===== src/rtl/t05_bit_stream_arbiter.sv =====
// t05_bit_stream_arbiter: shares one packed-word SRAM write path between
// the header synthesizer and codeword emitter bit-serial producers.
module t05_bit_stream_arbiter #(
    parameter int WORD_W = 8,
    parameter int ADDR_W = 16
) (
    input  logic              clk,
    input  logic              rst,
    input  logic              start,
    input  logic [ADDR_W-1:0] base_addr,
    input  logic              hdr_req,
    input  logic              hdr_bit,
    input  logic              hdr_valid,
    input  logic              hdr_last,
    input  logic              cmp_req,
    input  logic              cmp_bit,
    input  logic              cmp_valid,
    input  logic              cmp_last,
    output logic              hdr_gnt,
    output logic              cmp_gnt,
    output logic              ready,
    input  logic              flush,
    output logic              mem_wr,
    output logic [ADDR_W-1:0] mem_addr,
    output logic [WORD_W-1:0] mem_wdata,
    input  logic              mem_ack,
    output logic              busy,
    output logic              done,
    output logic              err,
    output logic [23:0]       bit_count
);

    localparam int CNT_W = (WORD_W > 1) ? $clog2(WORD_W) : 1;
    localparam logic [CNT_W-1:0] LAST_IDX = CNT_W'(WORD_W - 1);

    typedef enum logic [1:0] {
        S_IDLE  = 2'd0,
        S_HDR   = 2'd1,
        S_CMP   = 2'd2,
        S_FLUSH = 2'd3
    } state_t;

    state_t            r_state;
    state_t            w_next;
    logic              r_last_hdr;
    logic [WORD_W-1:0] r_pack;
    logic [CNT_W-1:0]  r_pack_cnt;
    logic [WORD_W-1:0] r_pend;
    logic              r_pend_full;
    logic [ADDR_W-1:0] r_addr;
    logic [23:0]       r_bit_cnt;
    logic              r_err;
    logic              r_flush_pend;

    logic              w_ready;
    logic              w_acc_hdr;
    logic              w_acc_cmp;
    logic              w_acc;
    logic              w_bit;
    logic [CNT_W-1:0]  w_bit_idx;
    logic              w_word_done;
    logic [WORD_W-1:0] w_full_word;
    logic              w_pad_move;
    logic              w_ack;
    logic              w_flush_done;
    logic              w_flush_req;
    logic              w_start;
    logic              w_err_evt;

    assign w_ready      = !(r_pend_full && (r_pack_cnt == LAST_IDX));
    assign w_acc_hdr    = (r_state == S_HDR) && hdr_valid && w_ready;
    assign w_acc_cmp    = (r_state == S_CMP) && cmp_valid && w_ready;
    assign w_acc        = w_acc_hdr || w_acc_cmp;
    assign w_bit        = w_acc_hdr ? hdr_bit : cmp_bit;
    assign w_bit_idx    = LAST_IDX - r_pack_cnt;
    assign w_word_done  = w_acc && (r_pack_cnt == LAST_IDX);
    // The final bit always lands in bit 0, so OR it into the packed bits.
    assign w_full_word  = r_pack | WORD_W'(w_bit);
    assign w_pad_move   = (r_state == S_FLUSH) && (r_pack_cnt != '0)
                          && !r_pend_full;
    assign w_ack        = r_pend_full && mem_ack;
    assign w_flush_done = (r_state == S_FLUSH) && (r_pack_cnt == '0)
                          && !r_pend_full;
    assign w_flush_req  = flush || r_flush_pend;
    assign w_start      = start && (r_state == S_IDLE);
    assign w_err_evt    = (hdr_valid && ((r_state != S_HDR) || !w_ready))
                       || (cmp_valid && ((r_state != S_CMP) || !w_ready))
                       || (hdr_last && (r_state != S_HDR))
                       || (cmp_last && (r_state != S_CMP));

    // State register and round-robin history.
    always_ff @(posedge clk) begin
        if (rst) begin
            r_state    <= S_IDLE;
            r_last_hdr <= 1'b0;
        end else begin
            r_state <= w_next;
            if (r_state == S_IDLE && w_next == S_HDR)
                r_last_hdr <= 1'b1;
            else if (r_state == S_IDLE && w_next == S_CMP)
                r_last_hdr <= 1'b0;
        end
    end

    // Next-state: flush outranks requests, ties go to the producer not last served.
    always_comb begin
        w_next = r_state;
        unique case (r_state)
            S_IDLE: begin
                if (w_flush_req)
                    w_next = S_FLUSH;
                else if (hdr_req && cmp_req)
                    w_next = r_last_hdr ? S_CMP : S_HDR;
                else if (hdr_req)
                    w_next = S_HDR;
                else if (cmp_req)
                    w_next = S_CMP;
            end
            S_HDR:   if (hdr_last) w_next = S_IDLE;
            S_CMP:   if (cmp_last) w_next = S_IDLE;
            S_FLUSH: if (w_flush_done) w_next = S_IDLE;
        endcase
    end

    // Decoded FSM outputs.
    always_comb begin
        hdr_gnt = (r_state == S_HDR);
        cmp_gnt = (r_state == S_CMP);
        done    = w_flush_done;
        busy    = (r_state != S_IDLE) || r_pend_full;
    end

    // Bit packer, MSB first.
    always_ff @(posedge clk) begin
        if (rst) begin
            r_pack     <= '0;
            r_pack_cnt <= '0;
        end else if (w_word_done || w_pad_move) begin
            r_pack     <= '0;
            r_pack_cnt <= '0;
        end else if (w_acc) begin
            r_pack[w_bit_idx] <= w_bit;
            r_pack_cnt        <= r_pack_cnt + 1'b1;
        end
    end

    // Pending word register; a new word overrides a same-cycle ack.
    always_ff @(posedge clk) begin
        if (rst) begin
            r_pend      <= '0;
            r_pend_full <= 1'b0;
        end else if (w_word_done) begin
            r_pend      <= w_full_word;
            r_pend_full <= 1'b1;
        end else if (w_pad_move) begin
            r_pend      <= r_pack;
            r_pend_full <= 1'b1;
        end else if (w_ack) begin
            r_pend      <= '0;
            r_pend_full <= 1'b0;
        end
    end

    // Write address, bit counter, sticky error and flush latch.
    always_ff @(posedge clk) begin
        if (rst) begin
            r_addr       <= '0;
            r_bit_cnt    <= '0;
            r_err        <= 1'b0;
            r_flush_pend <= 1'b0;
        end else begin
            if (w_start)
                r_addr <= base_addr;
            else if (w_ack)
                r_addr <= r_addr + 1'b1;
            if (w_start)
                r_bit_cnt <= '0;
            else if (w_acc)
                r_bit_cnt <= r_bit_cnt + 1'b1;
            if (w_start)
                r_err <= 1'b0;
            else if (w_err_evt)
                r_err <= 1'b1;
            if (flush)
                r_flush_pend <= 1'b1;
            else if (w_flush_done)
                r_flush_pend <= 1'b0;
        end
    end

    assign ready     = w_ready;
    assign mem_wr    = r_pend_full;
    assign mem_addr  = r_addr;
    assign mem_wdata = r_pend;
    assign err       = r_err;
    assign bit_count = r_bit_cnt;

endmodule


===== config.mk =====
export PLATFORM = sky130hd
export DESIGN_NAME = t05_bit_stream_arbiter
export DESIGN_NICKNAME = d
export VERILOG_FILES = /design/src/rtl/t05_bit_stream_arbiter.sv
export SDC_FILE = /design/constraint.sdc
export NUM_CORES = 1
export LEC_CHECK = 0
export BUFFER_PORTS_ARGS = -buffer_cell sky130_fd_sc_hd__buf_2
export CORE_AREA = 2 2 89 91
export DETAILED_ROUTE_END_ITERATION = 8
export DIE_AREA = 0 0 91 93
export GPL_TIMING_DRIVEN = 0
export PLACE_DENSITY = 0.68
export SYNTH_ARGS = -nofsm -noshare
export SYNTH_HDL_FRONTEND = slang
export SYNTH_SLANG_ARGS = --single-unit

===== constraint.sdc =====
create_clock -name clk -period 3.2 [get_ports clk]
set_input_delay 0.64 -clock clk [delete_from_list [all_inputs] [get_ports clk]]
set_output_delay 0.64 -clock clk [all_outputs]
set_load 0.005 [all_outputs]

==> metrics.cfg <==
[critical_path]
worstPathMaxFanout=10
r2r_slack_ns=0.75
startpoint_type=flop
arrival_ns=2.72
endpoint_kind=flop
critical_path_class=flop to flop
ff2ff_path_depth=8
r2r_start=r_pack_cnt[0]
rr_endpoint=bit_count[7]
crit_required_ns=3.47

[cts]
hold_buffers=0
cts_made_buffers=9
cts_sinks=65
cts_setup_buffers=0
clk_pin_slew_ns=0.07
cts_resized=0
root_buffer=clkbuf_8
cts_tree=built
clk_latency_ns=0.35
cts_max_path_buffers=2
cts_max_level=3

[floorplanning]
num_rows=32
core_area_um2=7530
pin_count=84
die_h_um=93
start_util_pct=44.2
die_area_um2=8460
die_w_um=91

[timing]
rsz0062_at_grt=false
tightest_slew_ns=0.884
setup_violations=0
fmax_ghz=0.408
fin_setup_tns_ns=0
hold_violations=0
finalCritPeriodShare_pct=76.6
layout_setup_ws_ns=0.750
maxSlewViolCount=0
fin_skew_ns=0.0122
timing.final.crit_period_ns=2.45
slew_headroom_pct=40.9

[min_path]
min_path_type=flop to flop
min_to=mem_wdata[2]
whs_path_depth=2
holdCritStartpoint=mem_wdata[2]

[logic_synthesis]
synthCells=406
yosysTopAreaCell=dfxtp_1
synth_cell_types=42
syn_area_per_cell_um2=8.19
synth.most_common_cell=dfxtp_1
synth-edff-count=0
synthTopCellsByArea=dfxtp_1 39%, a21oi_1 5.6%, nand2_1 3.6%
synth.top_cells.by_count=65 x dfxtp_1, 37 x a21oi_1, 32 x nand2_1, 28 x nor2_1, 19 x nand4_1
yosysWarnings=0
synth_top_area_share_pct=39.1
ys_ff_latch=65
seq_area_frac_synth_pct=39.1
synth_fp_nets=440
synth_ff_type=dfxtp_1
synth_area_um2=3320
synth_async_sr_flop_share_pct=0

[final_layout]
area_growth_syn_to_layout_pct=23.2
drive_above_1_share_pct=20.2
stdcell_area_um2=4100
final_nets=534
nFillCells=769
multi_input_area_um2=1880
final_cells=606
regArea_um2=1300
n_antenna_cell=0

[grt]
grt_pass1_vias=3036
grt_usage_pct=20.9
antenna_found_initial=0
grt_first_pass_wirelength_um=14600
grt_max_degree=12
grt.overflow.total=0

[place]
hpwl_um=6610
dp_cells=591
pre_cts_ws_ns=0.658
gp_congestion=0.829
placed_area_um2=3870
port_buffers=83

[route]
drt_first_pass_iters=5
drc_errors=0
vias=3464
post_drt_wl_per_cell_um=14.8
antenna_left=0
wl_um=8950
drt_iter0_drc=150
viasPerCell=5.72

[power_and_ir_drop]
p_leak_nw=1.59
p_per_area_nw_per_um2=496
irDropWorstVdd_mv=0.235

[run]
cap_viol_max_count=0

[run_status]
status=completed

[worst max-delay path, cell delays in order, from the launching register on]
cell and delay, ns:
dfxtp_1 0.45, ha_1 0.19, ha_1 0.16, nand2_1 0.21, o21ai_1 0.23, clkbuf_1 0.40, clkbuf_1 0.44, o21ai_0 0.17
a21oi_1 0.13
[registers in the layout (all words and copies together), names as in the netlist, 2 cells and up]
| signal | flops |
|---|---|
| bit_count | 24 |
| mem_addr | 16 |
| mem_wdata | 8 |
| r_pack | 8 |
| r_pack_cnt | 3 |
| r_state | 2 |
[cell usage in the layout, fill, tap and decap left out, types with 7 or more instances in the layout]
master	Yosys	routed
nor4_1	10	10
or3_1	15	15
clkbuf_1	17	17
clkbuf_8	0	11
or4_1	13	13
xnor2_1	7	7
and4_1	7	7
nand4_1	19	19
a311oi_1	13	13
o31ai_1	13	13
nand2_1	32	32
a21oi_1	37	37
and3_1	8	8
o21ai_0	15	15
buf_2	2	85
dfxtp_1	65	65
inv_1	10	10
nor3_1	9	9
nand3_1	16	16
a211oi_1	9	9
nor2_1	28	28
[report_power, final]
group | internal, W | total [W] | switching, W
registers | 0.000852 | 0.000905 | 0.0000531
logic | 0.000125 | 0.000322 | 0.000197
clock network | 0.000478 | 0.000806 | 0.000328
total | 0.00146 | 0.00203 | 0.000578
[cell families (layout without fill, tap and decap cells)]
logic type	count (synthesis)	after routing	synth area share (%)
xor gates and xnor gates	13	13	3.42
and+or+nand+nor	176	176	29.4
AOI/OAI and AO/OA	105	105	20.2
muxes	6	6	1.81
DFF	65	65	39.1
buffers and inverters	36	134	4.18
adders and majority gates	5	5	1.88
[final cells by class]
| type | count | area share [%] |
|---|---|---|
| Sequential cell | 65 | 31.8 |
| Inverter | 10 | 0.917 |
| Clock inverter | 4 | 1.86 |
| Timing Repair Buffer | 83 | 10.1 |
| Clock buffer | 11 | 3.70 |
| Buffer | 26 | 2.47 |
| Multi-Input combinational cell | 305 | 46.0 |
| Tap cell | 102 | 3.12 |
[worst max path at each step]
stage	from	end
after CTS	r_pack_cnt[0]	bit_count[13]
after floorplan	mem_ack	mem_addr[13]
after detailed placement	cmp_valid	bit_count[13]
final	r_pack_cnt[0]	bit_count[7]
after global placement	cmp_valid	bit_count[7]
after global routing	r_pack_cnt[0]	bit_count[7]
[stage by stage]
step | hold slack, ns | util [%] | total power (W)
final | 0.474 | 54.4 | 0.00203
after CTS | 0.476 | 54.4 | 0.00204
after global placement | 0.454 | 51.4 | 0.00124
after floorplan | 0.449 | - | 0.00112
after global routing | 0.501 | 54.4 | 0.00212
after detailed placement | 0.465 | 51.4 | 0.00124
[routing by layer]
layer	global-route usage, %	part of all wire (%)	vias to the layer above	wire length, um
li1	-	-	1725	-
met1	28.5	46	1635	4110
met2	33.3	47	94	4170
met3	5.24	6.2	10	558
met4	5.56	1.2	0	109
met5	0	0	-	0
(Power assumes the default switching activity.)
